--- config.mk ---
export PLATFORM = sky130hd
export DESIGN_NAME = mccu_quota_window_flat
export DESIGN_NICKNAME = d
export VERILOG_FILES = /design/src/rtl/mccu_quota_window_pkg.sv /design/src/rtl/mccu_quota_window_if.sv /design/src/rtl/mccu_quota_core_track.sv /design/src/rtl/mccu_quota_window.sv /design/src/flat_wrapper.sv
export SDC_FILE = /design/constraint.sdc
export NUM_CORES = 1
export LEC_CHECK = 0
export CAP_MARGIN = 10
export CORE_MARGIN = 4
export CORE_UTILIZATION = 50
export DETAILED_ROUTE_END_ITERATION = 6
export DONT_BUFFER_PORTS = 1
export PLACE_DENSITY = 0.69
export REMOVE_ABC_BUFFERS = 1
export SYNTH_ARGS = -nofsm -noshare
export SYNTH_HDL_FRONTEND = slang
export SYNTH_HIERARCHICAL = 1
export SYNTH_SLANG_ARGS = --single-unit
export TNS_END_PERCENT = 50
--- constraint.sdc ---
create_clock -name clk_i -period 4 [get_ports clk_i]
set_input_delay 0.8 -clock clk_i [delete_from_list [all_inputs] [get_ports clk_i]]
set_output_delay 0.8 -clock clk_i [all_outputs]
set_load 0.02 [all_outputs]
--- src/rtl/mccu_quota_window_pkg.sv ---
// mccu_quota_window shared types and default widths.
// Imported by the interface, the per-core tracker and the top.
package mccu_quota_window_pkg;

    localparam int DATA_WIDTH_DEF   = 32;
    localparam int N_CORES_DEF      = 2;
    localparam int PERIOD_WIDTH_DEF = 32;
    localparam int OVR_WIDTH_DEF    = 16;

    typedef enum logic [1:0] {
        IDLE,
        LOAD,
        RUN
    } state_e;

endpackage

--- src/rtl/mccu_quota_window_if.sv ---
// Signal bundle between software/MCCU side and the quota window stage.
// slave = the stage itself, master = whoever drives and observes it.
interface mccu_quota_window_if
    import mccu_quota_window_pkg::*;
#(
    parameter int DATA_WIDTH   = DATA_WIDTH_DEF,
    parameter int N_CORES      = N_CORES_DEF,
    parameter int PERIOD_WIDTH = PERIOD_WIDTH_DEF,
    parameter int OVR_WIDTH    = OVR_WIDTH_DEF
);

    logic                                enable_i;
    logic [PERIOD_WIDTH-1:0]             period_i;
    logic [N_CORES-1:0][DATA_WIDTH-1:0]  budget_i;
    logic [N_CORES-1:0][DATA_WIDTH-1:0]  quota_rem_i;
    logic [N_CORES-1:0]                  quota_irq_i;
    logic [N_CORES-1:0]                  irq_mask_i;
    logic [N_CORES-1:0]                  irq_ack_i;

    logic [N_CORES-1:0][DATA_WIDTH-1:0]  quota_o;
    logic                                mccu_enable_o;
    logic [N_CORES-1:0]                  irq_o;
    logic [N_CORES-1:0][DATA_WIDTH-1:0]  residual_o;
    logic [N_CORES-1:0][OVR_WIDTH-1:0]   overrun_cnt_o;
    logic                                window_start_o;

    modport slave (
        input  enable_i, period_i, budget_i,
        input  quota_rem_i, quota_irq_i,
        input  irq_mask_i, irq_ack_i,
        output quota_o, mccu_enable_o, irq_o,
        output residual_o, overrun_cnt_o, window_start_o
    );

    modport master (
        output enable_i, period_i, budget_i,
        output quota_rem_i, quota_irq_i,
        output irq_mask_i, irq_ack_i,
        input  quota_o, mccu_enable_o, irq_o,
        input  residual_o, overrun_cnt_o, window_start_o
    );

endinterface

--- src/rtl/mccu_quota_core_track.sv ---
// Per-core interrupt and exhaustion bookkeeping for one quota window.
// Holds sticky pending, exhausted flag, residual and overrun counter.
module mccu_quota_core_track
    import mccu_quota_window_pkg::*;
#(
    parameter int DATA_WIDTH = DATA_WIDTH_DEF,
    parameter int OVR_WIDTH  = OVR_WIDTH_DEF
) (
    input  logic                  clk,
    input  logic                  rst,
    input  logic                  run,
    input  logic                  window_end,
    input  logic                  quota_irq,
    input  logic [DATA_WIDTH-1:0] quota_rem,
    input  logic                  ack,
    input  logic                  mask,
    output logic                  irq,
    output logic [DATA_WIDTH-1:0] residual,
    output logic [OVR_WIDTH-1:0]  overrun_cnt
);

    logic pending;
    logic exhausted;
    logic exhaust_now;

    // MCCU outputs are stale outside RUN, so only trust them there
    assign exhaust_now = run & (quota_irq | (quota_rem == '0));

    assign irq = pending & ~mask;

    // Sticky pending flag: a new interrupt beats a same-cycle ack
    always_ff @(posedge clk) begin
        if (rst) begin
            pending <= 1'b0;
        end else if (run && quota_irq) begin
            pending <= 1'b1;
        end else if (ack) begin
            pending <= 1'b0;
        end
    end

    // Exhausted-this-window flag, consumed at window end
    always_ff @(posedge clk) begin
        if (rst) begin
            exhausted <= 1'b0;
        end else if (window_end) begin
            exhausted <= 1'b0;
        end else if (exhaust_now) begin
            exhausted <= 1'b1;
        end
    end

    // Window-end snapshot of residual quota and saturating overrun count
    always_ff @(posedge clk) begin
        if (rst) begin
            residual    <= '0;
            overrun_cnt <= '0;
        end else if (window_end) begin
            residual <= quota_rem;
            if ((exhausted || exhaust_now) && (overrun_cnt != '1)) begin
                overrun_cnt <= overrun_cnt + OVR_WIDTH'(1);
            end
        end
    end

endmodule

--- src/rtl/mccu_quota_window.sv ---
// Periodic quota reload and interrupt management around the MCCU.
// Window = one LOAD cycle followed by period_q RUN cycles.
module mccu_quota_window
    import mccu_quota_window_pkg::*;
#(
    parameter int DATA_WIDTH   = DATA_WIDTH_DEF,
    parameter int N_CORES      = N_CORES_DEF,
    parameter int PERIOD_WIDTH = PERIOD_WIDTH_DEF,
    parameter int OVR_WIDTH    = OVR_WIDTH_DEF
) (
    input  logic                clk_i,
    input  logic                rst_i,
    mccu_quota_window_if.slave  qw
);

    state_e                             state;
    logic [PERIOD_WIDTH-1:0]            period_q;
    logic [PERIOD_WIDTH-1:0]            win_cnt;
    logic                               run;
    logic                               last;
    logic                               window_end;
    logic [N_CORES-1:0]                 irq;
    logic [N_CORES-1:0][DATA_WIDTH-1:0] residual;
    logic [N_CORES-1:0][OVR_WIDTH-1:0]  overrun;

    assign run  = (state == RUN);
    assign last = run && (period_q != '0)
               && (win_cnt == period_q - PERIOD_WIDTH'(1));

    // An enable drop on the last cycle aborts the window without update
    assign window_end = last & qw.enable_i;

    assign qw.irq_o         = irq;
    assign qw.residual_o    = residual;
    assign qw.overrun_cnt_o = overrun;

    // Window sequencer with registered MCCU enable and start pulse
    always_ff @(posedge clk_i) begin
        if (rst_i) begin
            state             <= IDLE;
            qw.mccu_enable_o  <= 1'b0;
            qw.window_start_o <= 1'b0;
            period_q          <= '0;
            win_cnt           <= '0;
        end else if (!qw.enable_i) begin
            state             <= IDLE;
            qw.mccu_enable_o  <= 1'b0;
            qw.window_start_o <= 1'b0;
            win_cnt           <= '0;
        end else begin
            unique case (state)
                IDLE: begin
                    state             <= LOAD;
                    qw.mccu_enable_o  <= 1'b0;
                    qw.window_start_o <= 1'b1;
                    win_cnt           <= '0;
                end
                LOAD: begin
                    state             <= RUN;
                    qw.mccu_enable_o  <= 1'b1;
                    qw.window_start_o <= 1'b0;
                    period_q          <= qw.period_i;
                    win_cnt           <= '0;
                end
                RUN: begin
                    if (last) begin
                        state             <= LOAD;
                        qw.mccu_enable_o  <= 1'b0;
                        qw.window_start_o <= 1'b1;
                        win_cnt           <= '0;
                    end else begin
                        qw.mccu_enable_o  <= 1'b1;
                        qw.window_start_o <= 1'b0;
                        win_cnt           <= win_cnt + PERIOD_WIDTH'(1);
                    end
                end
                default: begin
                    state             <= IDLE;
                    qw.mccu_enable_o  <= 1'b0;
                    qw.window_start_o <= 1'b0;
                    win_cnt           <= '0;
                end
            endcase
        end
    end

    // Budget staging: MCCU picks this up while its enable is low
    always_ff @(posedge clk_i) begin
        if (rst_i) begin
            qw.quota_o <= '0;
        end else begin
            qw.quota_o <= qw.budget_i;
        end
    end

    for (genvar c = 0; c < N_CORES; c++) begin : g_core
        mccu_quota_core_track #(
            .DATA_WIDTH (DATA_WIDTH),
            .OVR_WIDTH  (OVR_WIDTH)
        ) u_track (
            .clk         (clk_i),
            .rst         (rst_i),
            .run         (run),
            .window_end  (window_end),
            .quota_irq   (qw.quota_irq_i[c]),
            .quota_rem   (qw.quota_rem_i[c]),
            .ack         (qw.irq_ack_i[c]),
            .mask        (qw.irq_mask_i[c]),
            .irq         (irq[c]),
            .residual    (residual[c]),
            .overrun_cnt (overrun[c])
        );
    end

endmodule
--- src/flat_wrapper.sv ---
// flat-port wrapper written by rule: the top's interface ports become plain ports
module mccu_quota_window_flat import mccu_quota_window_pkg::*;
#(
    parameter int DATA_WIDTH   = DATA_WIDTH_DEF,
    parameter int N_CORES      = N_CORES_DEF,
    parameter int PERIOD_WIDTH = PERIOD_WIDTH_DEF,
    parameter int OVR_WIDTH    = OVR_WIDTH_DEF
)
  (clk_i, rst_i, qw_enable_i, qw_period_i, qw_budget_i, qw_quota_rem_i, qw_quota_irq_i, qw_irq_mask_i, qw_irq_ack_i, qw_quota_o, qw_mccu_enable_o, qw_irq_o, qw_residual_o, qw_overrun_cnt_o, qw_window_start_o);
  mccu_quota_window_if #(.DATA_WIDTH(DATA_WIDTH), .N_CORES(N_CORES), .PERIOD_WIDTH(PERIOD_WIDTH), .OVR_WIDTH(OVR_WIDTH)) qw_i ();
  input  logic clk_i;
  input  logic rst_i;
  input wire logic [$bits(qw_i.enable_i)-1:0] qw_enable_i;
  input wire logic [$bits(qw_i.period_i)-1:0] qw_period_i;
  input wire logic [$bits(qw_i.budget_i)-1:0] qw_budget_i;
  input wire logic [$bits(qw_i.quota_rem_i)-1:0] qw_quota_rem_i;
  input wire logic [$bits(qw_i.quota_irq_i)-1:0] qw_quota_irq_i;
  input wire logic [$bits(qw_i.irq_mask_i)-1:0] qw_irq_mask_i;
  input wire logic [$bits(qw_i.irq_ack_i)-1:0] qw_irq_ack_i;
  output wire logic [$bits(qw_i.quota_o)-1:0] qw_quota_o;
  output wire logic [$bits(qw_i.mccu_enable_o)-1:0] qw_mccu_enable_o;
  output wire logic [$bits(qw_i.irq_o)-1:0] qw_irq_o;
  output wire logic [$bits(qw_i.residual_o)-1:0] qw_residual_o;
  output wire logic [$bits(qw_i.overrun_cnt_o)-1:0] qw_overrun_cnt_o;
  output wire logic [$bits(qw_i.window_start_o)-1:0] qw_window_start_o;
  assign qw_i.enable_i = qw_enable_i;
  assign qw_i.period_i = qw_period_i;
  assign qw_i.budget_i = qw_budget_i;
  assign qw_i.quota_rem_i = qw_quota_rem_i;
  assign qw_i.quota_irq_i = qw_quota_irq_i;
  assign qw_i.irq_mask_i = qw_irq_mask_i;
  assign qw_i.irq_ack_i = qw_irq_ack_i;
  assign qw_quota_o = qw_i.quota_o;
  assign qw_mccu_enable_o = qw_i.mccu_enable_o;
  assign qw_irq_o = qw_i.irq_o;
  assign qw_residual_o = qw_i.residual_o;
  assign qw_overrun_cnt_o = qw_i.overrun_cnt_o;
  assign qw_window_start_o = qw_i.window_start_o;
  mccu_quota_window #(.DATA_WIDTH(DATA_WIDTH), .N_CORES(N_CORES), .PERIOD_WIDTH(PERIOD_WIDTH), .OVR_WIDTH(OVR_WIDTH)) u_core (.clk_i(clk_i), .rst_i(rst_i), .qw(qw_i));
endmodule
=== Yosys cells after proc, flatten, opt, wreduce, memory -nomap -nowiden ===
Cells that the tools add are included.

* Bits in registers: 232
* Logic and storage cells: 66
* Bits of input ports: 169
* Output and inout bits: 164

* Eq/ne operators: 6
* Bitwise operators: 11
* Add/subtract/negate cells: 4
* Reduce and logical (&&, ||, !) cells: 20
* Multiplexer cells: 10

{| class="wikitable"
|+ Operator list
! cell !! number
|-
| zero test 32 bit || 2
|-
| adder 16 x 1 -> 16 bit (second input constant) || 2
|-
| adder 32 x 1 -> 32 bit (second input constant) || 1
|-
| equality test 32 bit || 1
|-
| inequality test 16 bit (second input constant) || 2
|-
| nonzero test 32 bit || 1
|-
| subtractor 32 x 1 -> 32 bit (second input constant) || 1
|-
| logical AND 1 bit || 6
|-
| 2-to-1 mux 1 bit || 6
|-
| one-hot mux 2 bit (3 select lines) || 1
|-
| AND reduction 2 bit || 3
|-
| AND 1 bit || 5
|-
| inverter 1 bit || 4
|-
| one-hot mux 1 bit (2 select lines) || 2
|-
| nonzero test 2 bit || 2
|-
| OR reduction 2 bit || 2
|-
| OR reduction 4 bit || 1
|-
| equality test 2 x 1 -> 1 bit (second input constant) || 1
|-
| equality test 2 bit (second input constant) || 1
|-
| zero test 2 bit || 1
|-
| logical OR 1 bit || 2
|-
| 2-to-1 mux 2 bit || 1
|-
| inequality test 2 x 1 -> 1 bit (second input constant) || 1
|-
| bitwise OR 1 bit || 2
|}

=== Longest topological paths before layout ===
Gate-level depths: netlist of run 1.

* Word-level depth: 6
* Mapped depth: 16

=== By module ===
The synthesis of run 1 kept the hierarchy.

{| class="wikitable"
|+ By module, submodules not included
! module !! area an instance (µm²) !! seq. area each (µm²) !! cells each !! times used
|-
| mccu_quota_window || 5,654.2 || 2,642.5 || 617 || 1
|-
| mccu_quota_core_track || 2,180.8 || 1,001.0 || 234 || 2
|}

=== Least setup slack after synthesis of run 1 ===
No wires, ideal clock.

* Path type: register to register
* Start: register u_core.period_q[0]
* End: register u_core.g_core[0].u_track.overrun_cnt[7]
* Library setup time: 0.121 ns
* Path slack: 0.018 ns
* Stages on the path, launching flop included: 16
* Arrival: 3.861 ns
* Clock period less this slack: 3.982 ns
* Cells stage by stage: dfxtp_1 inv_1 ha_1 nor3b_2 nand4_2 or4_1 and3_1 o31ai_2 o211ai_2 nor2_1 and2_1 clkbuf_1 o31ai_4 buf_4 nor4_1 mux2_2

* Word-level cells in the longest chain between the ends: 5
* Elaborated cells on any way between the ends: 7
* Those cells by class: 1 x add/sub; 1 x eq/ne; 1 x bitwise; 4 x reduce/logical

{| class="wikitable"
|+ Ends and longest elaborated chain
! item !! line !! text
|-
| start, declared || mccu_quota_window.sv:17 || <nowiki>logic [PERIOD_WIDTH-1:0] period_q;</nowiki>
|-
| start signal, assigned || mccu_quota_window.sv:62 || <nowiki>period_q <= qw.period_i;</nowiki>
|-
| subtractor 32 x 1 -> 32 bit / nonzero test 32 bit (equally long branches) || mccu_quota_window.sv:28, mccu_quota_window.sv:27 ||
|-
| equality test 32 bit / logical AND 1 bit (equally long branches) || mccu_quota_window.sv:28, mccu_quota_window.sv:27 ||
|-
| logical AND 1 bit * || mccu_quota_window.sv:28 || <nowiki>&& (win_cnt == period_q - PERIOD_WIDTH'(1));</nowiki>
|-
| AND 1 bit * || mccu_quota_window.sv:31 || <nowiki>assign window_end = last & qw.enable_i;</nowiki>
|-
| named net u_core.window_end || mccu_quota_window.sv:21 || <nowiki>logic window_end;</nowiki>
|-
| AND reduction 2 bit (no line) * || n/a ||
|-
| end signal, assigned || mccu_quota_core_track.sv:61 || <nowiki>overrun_cnt <= overrun_cnt + OVR_WIDTH'(1);</nowiki>
|-
| end, declared || mccu_quota_core_track.sv:19 || <nowiki>output logic [OVR_WIDTH-1:0] overrun_cnt</nowiki>
|}

Mark *: on every way through the listed nets, which the timed path passes. The rest lies on a longest branch.
A chain may end at the register's enable or synchronous reset.

=== Worst setup path in the final report of run 1 ===
* Start: register u_core.period_q[0]
* End: register u_core.g_core[1].u_track.overrun_cnt[10]

* Word-level cells in the longest chain between the ends: 5
* Elaborated cells on any way between the ends: 7
* Those cells by class: 1 x add/sub; 1 x eq/ne; 1 x bitwise; 4 x reduce/logical

{| class="wikitable"
|+ Ends and longest elaborated chain
! item !! line
|-
| subtractor 32 x 1 -> 32 bit / nonzero test 32 bit (equally long branches) || mccu_quota_window.sv:28, mccu_quota_window.sv:27
|-
| equality test 32 bit / logical AND 1 bit (equally long branches) || mccu_quota_window.sv:28, mccu_quota_window.sv:27
|-
| logical AND 1 bit * || mccu_quota_window.sv:28
|-
| AND 1 bit * || mccu_quota_window.sv:31
|-
| named net u_core.window_end || mccu_quota_window.sv:21
|-
| AND reduction 2 bit (no line) * || n/a
|-
| end signal, assigned || mccu_quota_core_track.sv:61
|-
| end, declared || mccu_quota_core_track.sv:19
|}

Marks and branches as above.

==> flow_summary_export.csv, run 1 <==
group,metric,value,unit
status,status,"finished, final reports clean",
worst_setup_path,r2r-start,"u_core/period_q[0]$_SDFFE_PP0P_",
global_route,grt_max_degree,208,
clock_network,cts_root_buffer,"clkbuf_16",
worst_setup_path,cpMostUsedCell,"or4_1",
placement,gp_congestion,0.8569,
clock_network,cts_resized,0,
flow_run,maxCapViolCount,0,
route,num_vias,7700,
worst_setup_path,crit_fanout,25,
hold_path,hold_path.class,"in2reg",
worst_setup_path,cp-end-kind,"flop",
layout,nets,1247,
timing,slew_violations,0,
global_route,busiest_layer,"met2",
layout,multi_input_area,5042,µm²
hold_path,worstHoldStart,"rst_i",
layout,final_common_cell,"dfxtp_1",
synthesis,synth_fa_ha_area_frac,0.008745,
floorplanning,core_area,19590,µm²
floorplanning,die_y,149.5,µm
worst_setup_path,cp_slowest_cell,"or4_1",
worst_setup_path,path_delay_family,"simple AND/OR/NAND/NOR gates",
route,drtAntennaViolNets,0,
synthesis,ys_seq_area_frac,0.4637,
worst_setup_path,worstPathRequired,4.46,ns
route,vias_per_cell,5.683,
worst_setup_path,crit_path_start_kind,"flop",
synthesis,syn_avg_cell_area,9.231,µm²
timing,fmax,267.7,MHz
global_route,antenna_found_initial,2,
global_route,gr-usage-met1,0.2729,
route,wire_per_inst,19.43,µm
timing,max-slew-margin-rel,0.3897,
layout,mostFrequentLayoutCells,"dfxtp_1 (232), nand2_1 (98), nor2_1 (96), nor2b_1 (78), mux2i_1 (66)",
timing,rsz0062_at_grt,"false",
global_route,met2_usage,0.3785,
layout,regArea,4644,µm²
synthesis,synthMuxAreaShare,0.07833,
clock_network,cts.sinks,232,
worst_setup_path,crit_buf_inv,0,
synthesis,synth_edf_count,0,
synthesis,ys_ff_latch,232,
synthesis,synth-xor-area-share,0.05859,
clock_network,cts_buffer_depth,3,
route,postRouteWirelength,26.33,mm
layout,syn_to_final_growth,10.64,%
synthesis,synth_ff_type,"dfxtp_1",
worst_setup_path,endpoint,"u_core/g_core[1].u_track/overrun_cnt[10]$_SDFFE_PP0P_",
worst_setup_path,rrSetupSlack,0.26,ns
power,power.leakage,3.746,nW
floorplanning,die_w,149.5,µm
global_route,grtUsageMet3,0.06753,
layout,drive_above_1_share,0.1175,
worst_setup_path,crit_start,"u_core/period_q[0]$_SDFFE_PP0P_",
timing,worst_pin_slew,0.9155,ns
route,drtPass1Iterations,5,
route,route.detailed.drc,0,
worst_setup_path,critical_path.cell_chain,"or4_1 -> or4_1 -> o22ai_1 -> o32ai_1 -> nor4b_2 -> nand4_2 -> nor2_1 -> and2_4 -> o31ai_4 -> or4_1 -> a21oi_1",
power,irDropWorstVdd,0.3977,mV
global_route,grt_pass1_wl,40.14,mm
synthesis,synth_cell_types,64,
floorplanning,die_area,22360,µm²
worst_setup_path,slowest_delay,0.59,ns
floorplanning,num_rows,51,
timing,skew,0.009140,ns
synthesis,ys_warn_count,6,
worst_setup_path,r2r-end,"u_core/g_core[1].u_track/overrun_cnt[10]$_SDFFE_PP0P_",
worst_setup_path,worstPathArrival,4.19,ns
timing,finalCritPeriodShare,0.9340,
synthesis,synth_compound_area_frac,0.08732,
clock_network,path_clk_slew,0.07,ns
power,cellPowerDensity,449.5,nW/µm²
clock_network,cts_buffers,24,
clock_network,cts_tree,"yes",
route,drt_iter0_markers,341,
clock_network,postCtsSetupBuffers,0,
worst_setup_path,worst-setup-path-type,"reg2reg",
worst_setup_path,r2r_cells,11,
clock_network,clk_latency,0.53,ns
global_route,first_global_vias,7303,
timing,tns,0,ns
synthesis,async_flop_share,0,
global_route,grt.overflow.total,0,
floorplanning,start_util,0.5113,
placement,numPlacedInstances,1309,
clock_network,htree_num_levels,1,
timing,setup_viol,0,
layout,nFillCells,1754,
global_route,grt_usage,0.2220,
timing,period_needed,3.736,ns
synthesis,synth_top_family_by_area,"simple AND/OR/NAND/NOR gates",
clock_network,postCtsHoldBufs,0,
synthesis,synth-simple-area-share,0.2682,
timing,hold_ws,0.3571,ns
layout,fin_cells,1355,
placement,portBuffers,0,
placement,post-dp-hpwl,19.15,mm
timing,hold_viol,0,
floorplanning,ios,333,
synthesis,synthCells,1085,
synthesis,mappedNetlistArea,10020,µm²
worst_setup_path,worst-path-stages,11,
## synth_stat cells (all sizes together), types with 3 or more instances
cell,count,area share
dfxtp,232,0.46
nor2,127,0.055
nand2,98,0.037
nor2b,78,0.049
mux2i,66,0.066
a21oi,62,0.031
nand3,40,0.020
xor2,38,0.033
clkbuf,33,0.012
nor4,30,0.023
xnor2,29,0.025
buf,28,0.017
nand4,26,0.017
nor3,25,0.012
o31ai,22,0.020
or4,21,0.016
inv,15,0.0056
and3,14,0.0087
mux2,11,0.012
o21ai,11,0.0055
or3,11,0.0069
ha,7,0.0087
and4,6,0.0052
nor4b,5,0.0062
o31a,5,0.0044
and2,4,0.0025
nor3b,4,0.0035
a211oi,3,0.0022
nand2b,3,0.0019
nand3b,3,0.0022
o211ai,3,0.0041
o21a,3,0.0024
o41ai,3,0.0026
## how the worst min path moves through the flow
stage               cells after the start                                               endpoint  slack (ns)
detailed placement                      2          u_core/g_core[0].u_track/pending$_SDFFE_PP0P_        0.45
global placement                        2          u_core/g_core[0].u_track/pending$_SDFFE_PP0P_        0.45
floorplan                               2          u_core/g_core[0].u_track/pending$_SDFFE_PP0P_        0.44
CTS                                     1  u_core/g_core[0].u_track/overrun_cnt[10]$_SDFFE_PP0P_        0.32
finish                                  1  u_core/g_core[0].u_track/overrun_cnt[10]$_SDFFE_PP0P_        0.36
global route                            1  u_core/g_core[0].u_track/overrun_cnt[10]$_SDFFE_PP0P_        0.33
## state kept, by name, indices dropped and copies added, names as in the netlist
signal                             count
u_core/qw.mccu_enable_o                1
u_core/state                           2
u_core/period_q                       32
u_core/g_core.u_track/pending          2
u_core/g_core.u_track/exhausted        2
u_core/win_cnt                        32
u_core/g_core.u_track/residual        64
u_core/qw.window_start_o               1
u_core/g_core.u_track/overrun_cnt     32
u_core/qw.quota_o                     64
## cell families (layout without fill, tap and decap cells)
| kind of cell | after synthesis | in the layout |
|---|---|---|
| mux | 77 | 77 |
| simple gates | 497 | 497 |
| xor+xnor | 67 | 67 |
| buf+inv | 76 | 80 |
| compound gates | 129 | 129 |
| flops | 232 | 232 |
| other cells | 0 | 1 |
| fa+ha+maj | 7 | 7 |
## layout make-up
type,instances,share of cell area
diodes,1,0.0002258
multi-input cells,777,0.4550
flip-flops and latches,232,0.4191
repair buffers,21,0.01716
clock inverters,17,0.01739
clock buffers,27,0.05611
well taps,265,0.02992
inverters,15,0.005081
## routing by layer
metal  vias to the layer above  part of all wire
met1                      3617              0.39
li1                       3764                 -
met3                        37             0.082
met2                       282              0.50
met5                         -                 0
met4                         0             0.025
## through the flow
step | total power (W) | util | instance area [µm²] | setup slack [ns]
2_1_floorplan | 0.002690 | - | 9721 | -2.323
3_3_place_gp | 0.002764 | 0.5216 | 10220 | 0.3006
3_5_place_dp | 0.002768 | 0.5216 | 10220 | 0.2387
4_1_cts | 0.005036 | 0.5631 | 11030 | 0.1967
5_1_grt | 0.005166 | 0.5656 | 11080 | 0.03341
6_report | 0.004981 | 0.5657 | 11080 | 0.2640
## report_power, final
part	total, W	switching [W]	leakage, nW	internal (W)
Combinational	0.000290	0.000153	1.48	0.000137
Clock	0.00226	0.000979	0.375	0.00128
Sequential	0.00243	0.0000765	1.89	0.00236
Power figures use the tool's default switching activity.
==> run 2, diff against run 1 <==
PLACE_DENSITY = 0.66   (was 0.69)
SYNTH_HIERARCHICAL = not set   (was 1)
clock period = 4.73 ns   (was 4 ns; I/O delays follow)
==> run 2 against run 1 <==
Clock power is 7% lower. Power is 12% lower. Setup slack improved by 0.79 ns. Via count increased by 5.7%. Final cell count rose by 4.4%. Critical path depth is the same. Sequential power decreased by 15%. Clock-buffer cell count rose by 2. Hold slack improved by 0.12 ns. Design area down 2.1%. Largest power group is now the clock network. Register-to-register slack better by 0.79 ns. Synthesized area down 1.5%.
==> flow_summary_export.csv, run 2 <==
group,metric,value,unit
clock_network,cts_root_buffer,"clkbuf_16",
global_route,grt.overflow.total,0,
timing,max-slew-margin-rel,0.2647,
synthesis,synth_ff_type,"dfxtp_1",
worst_setup_path,rrSetupSlack,1.06,ns
clock_network,postCtsHoldBufs,0,
layout,final_core_util,0.5577,
power,finalPower,0.004402,W
synthesis,synth_commonest_cells,"dfxtp_1 (232), nand2_1 (232), a21oi_1 (137)",
timing,skew,0.01402,ns
timing,slew_violations,0,
layout,drive_above_1_share,0.06087,
timing,finalCritPeriodShare,0.7764,
power,irDropWorstVdd,0.3041,mV
floorplanning,num_rows,51,
route,wire_per_inst,20.16,µm
layout,nets,1308,
global_route,grt_usage,0.2454,
layout,final_area,10850,µm²
route,drtPass1Iterations,4,
synthesis,ys_warn_count,0,
timing,rsz0062_at_grt,"false",
layout,nFillCells,1798,
clock_network,cts_buffer_depth,3,
synthesis,yosys.area.top_type,"dfxtp_1",
synthesis,synthCells,1177,
worst_setup_path,cp-end-kind,"flop",
global_route,grt_max_degree,200,
hold_path,hold_path.class,"reg2reg",
layout,mostFrequentLayoutCells,"nand2_1 (232), dfxtp_1 (232), a21oi_1 (137), nor2b_1 (70), nor2_1 (64)",
floorplanning,start_util,0.5070,
synthesis,mappedNetlistArea,9867,µm²
layout,antenna_cells,0,
synthesis,synth.area.top_cells,"dfxtp_1 (47%), nand2_1 (8.8%), a21oi_1 (6.9%)",
placement,pre_cts_slack,1.096,ns
route,drtAntennaViolNets,0,
clock_network,cts.sinks,232,
placement,placed_cell_area,9938,µm²
synthesis,ys_seq_area_frac,0.4707,
floorplanning,core_area,19460,µm²
floorplanning,die_y,148.5,µm
clock_network,htree_num_levels,1,
route,route.detailed.drc,0,
route,postRouteWirelength,28.53,mm
worst_setup_path,slowest_delay,0.63,ns
global_route,first_global_vias,7615,
worst_setup_path,worstPathRequired,5.18,ns
timing,worst_pin_slew,1.100,ns
timing,setup_viol,0,
worst_setup_path,worst-setup-path-type,"reg2reg",
synthesis,synth_top_area_share,0.4707,
placement,post-dp-hpwl,21.13,mm
synthesis,synth_edf_count,0,
status,status,"finished, final reports clean",
floorplanning,die_w,148.5,µm
clock_network,clk_latency,0.52,ns
synthesis,async_flop_share,0,
floorplanning,ios,333,
placement,portBuffers,0,
clock_network,cts_buffers,25,
timing,period_needed,3.672,ns
route,vias_per_cell,5.751,
global_route,antenna_found_initial,2,
synthesis,synth_cell_types,60,
synthesis,ys_ff_latch,232,
flow_run,maxCapViolCount,0,
synthesis,syn_avg_cell_area,8.383,µm²
route,drt_iter0_markers,355,
layout,top_regs,"u_core.g_core.u_track.residual: 64 flops, u_core.qw.quota_o: 64 flops",
clock_network,cts_tree,"yes",
worst_setup_path,critical_path.cell_chain,"inv_1 -> ha_1 -> or4b_1 -> nor3_1 -> nand4_1 -> mux2i_1 -> nor3b_1 -> and4_2 -> buf_12 -> nand4b_1 -> a21oi_1",
clock_network,path_clk_slew,0.06,ns
timing,worst_slack,1.058,ns
timing,hold_ws,0.4765,ns
worst_setup_path,crit_fanout,46,
route,num_vias,8137,
worst_setup_path,cp_slowest_cell,"and4_2",
floorplanning,die_area,22040,µm²
timing,fmax,272.3,MHz
placement,gp_congestion,0.9254,
global_route,grt_pass1_wl,43.26,mm
worst_setup_path,worstPathArrival,4.12,ns
timing,hold_viol,0,
worst_setup_path,crit_path_start_kind,"flop",
power,cellPowerDensity,405.5,nW/µm²
clock_network,cts_resized,0,
power,power.leakage,3.740,nW
clock_network,postCtsSetupBuffers,0,
layout,syn_to_final_growth,10.01,%
==> run 2: cell types whose count changed in the layout (fill, tap and decap cells not counted), moves of 6 or more <==
| cell | change |
|---|---|
| a21oi_1 | +75 |
| or4_1 | +9 |
| xnor2_1 | +6 |
| nor2_2 | -31 |
| nand2_1 | +134 |
| nor2_1 | -32 |
| mux2i_1 | -63 |
| a31oi_1 | +6 |
| nand3_1 | -8 |
| o31ai_1 | +9 |
| nor2b_1 | -8 |
| buf_4 | -12 |
| mux2_2 | -9 |
==> run 2: where the power goes <==
group	total (W)	internal (W)	leakage [nW]	switching, W
Sequential	0.00206	0.00199	1.89	0.0000703
Clock	0.00210	0.00130	0.436	0.000800
Combinational	0.000242	0.000106	1.42	0.000136
Total	0.00440	0.00340	3.74	0.00101
==> run 2: cell type report <==
type	count	area, µm²	share of cell area
Clock inverter	16	230.2	0.02121
Clock buffer	29	670.6	0.06179
Multi-Input combinational cell	854	4852	0.4470
Tap cell	265	331.6	0.03055
Sequential cell	232	4644	0.4279
Timing Repair Buffer	9	87.58	0.008069
Inverter	10	37.54	0.003458
==> run 2: cell families (layout without fill, tap and decap cells) <==
kind of cell	count (synthesis)	after routing	share of synthesized area
simple gates	561	561	0.2899
flops	232	232	0.4707
fa+ha+maj	7	7	0.008876
mux	5	5	0.005326
compound gates	212	212	0.1263
buf+inv	91	64	0.03766
xor+xnor	69	69	0.06125
==> run 2: stage by stage <==
stage	setup TNS, ns	instances
2_1_floorplan	-0.9203	1096
3_3_place_gp	0	1369
3_5_place_dp	0	1369
4_1_cts	0	1414
5_1_grt	0	1415
6_report	0	1415
==> run 2: final timing paths <==
path / to / cells after the start / from
max: u_core.g_core[1].u_track.overrun_cnt[1]$_SDFFE_PP0P_ / 11 / u_core.period_q[0]$_SDFFE_PP0P_
min: u_core.g_core[0].u_track.pending$_SDFFE_PP0P_ / 2 / u_core.g_core[0].u_track.pending$_SDFFE_PP0P_
max reg2reg: u_core.g_core[1].u_track.overrun_cnt[1]$_SDFFE_PP0P_ / 11 / u_core.period_q[0]$_SDFFE_PP0P_
min reg2reg: u_core.g_core[0].u_track.pending$_SDFFE_PP0P_ / 2 / u_core.g_core[0].u_track.pending$_SDFFE_PP0P_
==> run 2: layer usage <==
layer | part of all wire | track usage | vias up
met5 | 0.00025 | 0 | -
met4 | 0.026 | 0.06882 | 2
met3 | 0.074 | 0.07099 | 47
met2 | 0.49 | 0.4074 | 259
met1 | 0.41 | 0.3131 | 3831
li1 | - | - | 3998
==> run 2: worst max-delay path, delay by kind of cell (launching register included) <==
family	cells	cell delay, ns
compound gates	1	0.14
mux	1	0.17
buf+inv	2	0.39
flops	1	0.41
fa+ha+maj	1	0.30
simple gates	6	2.14
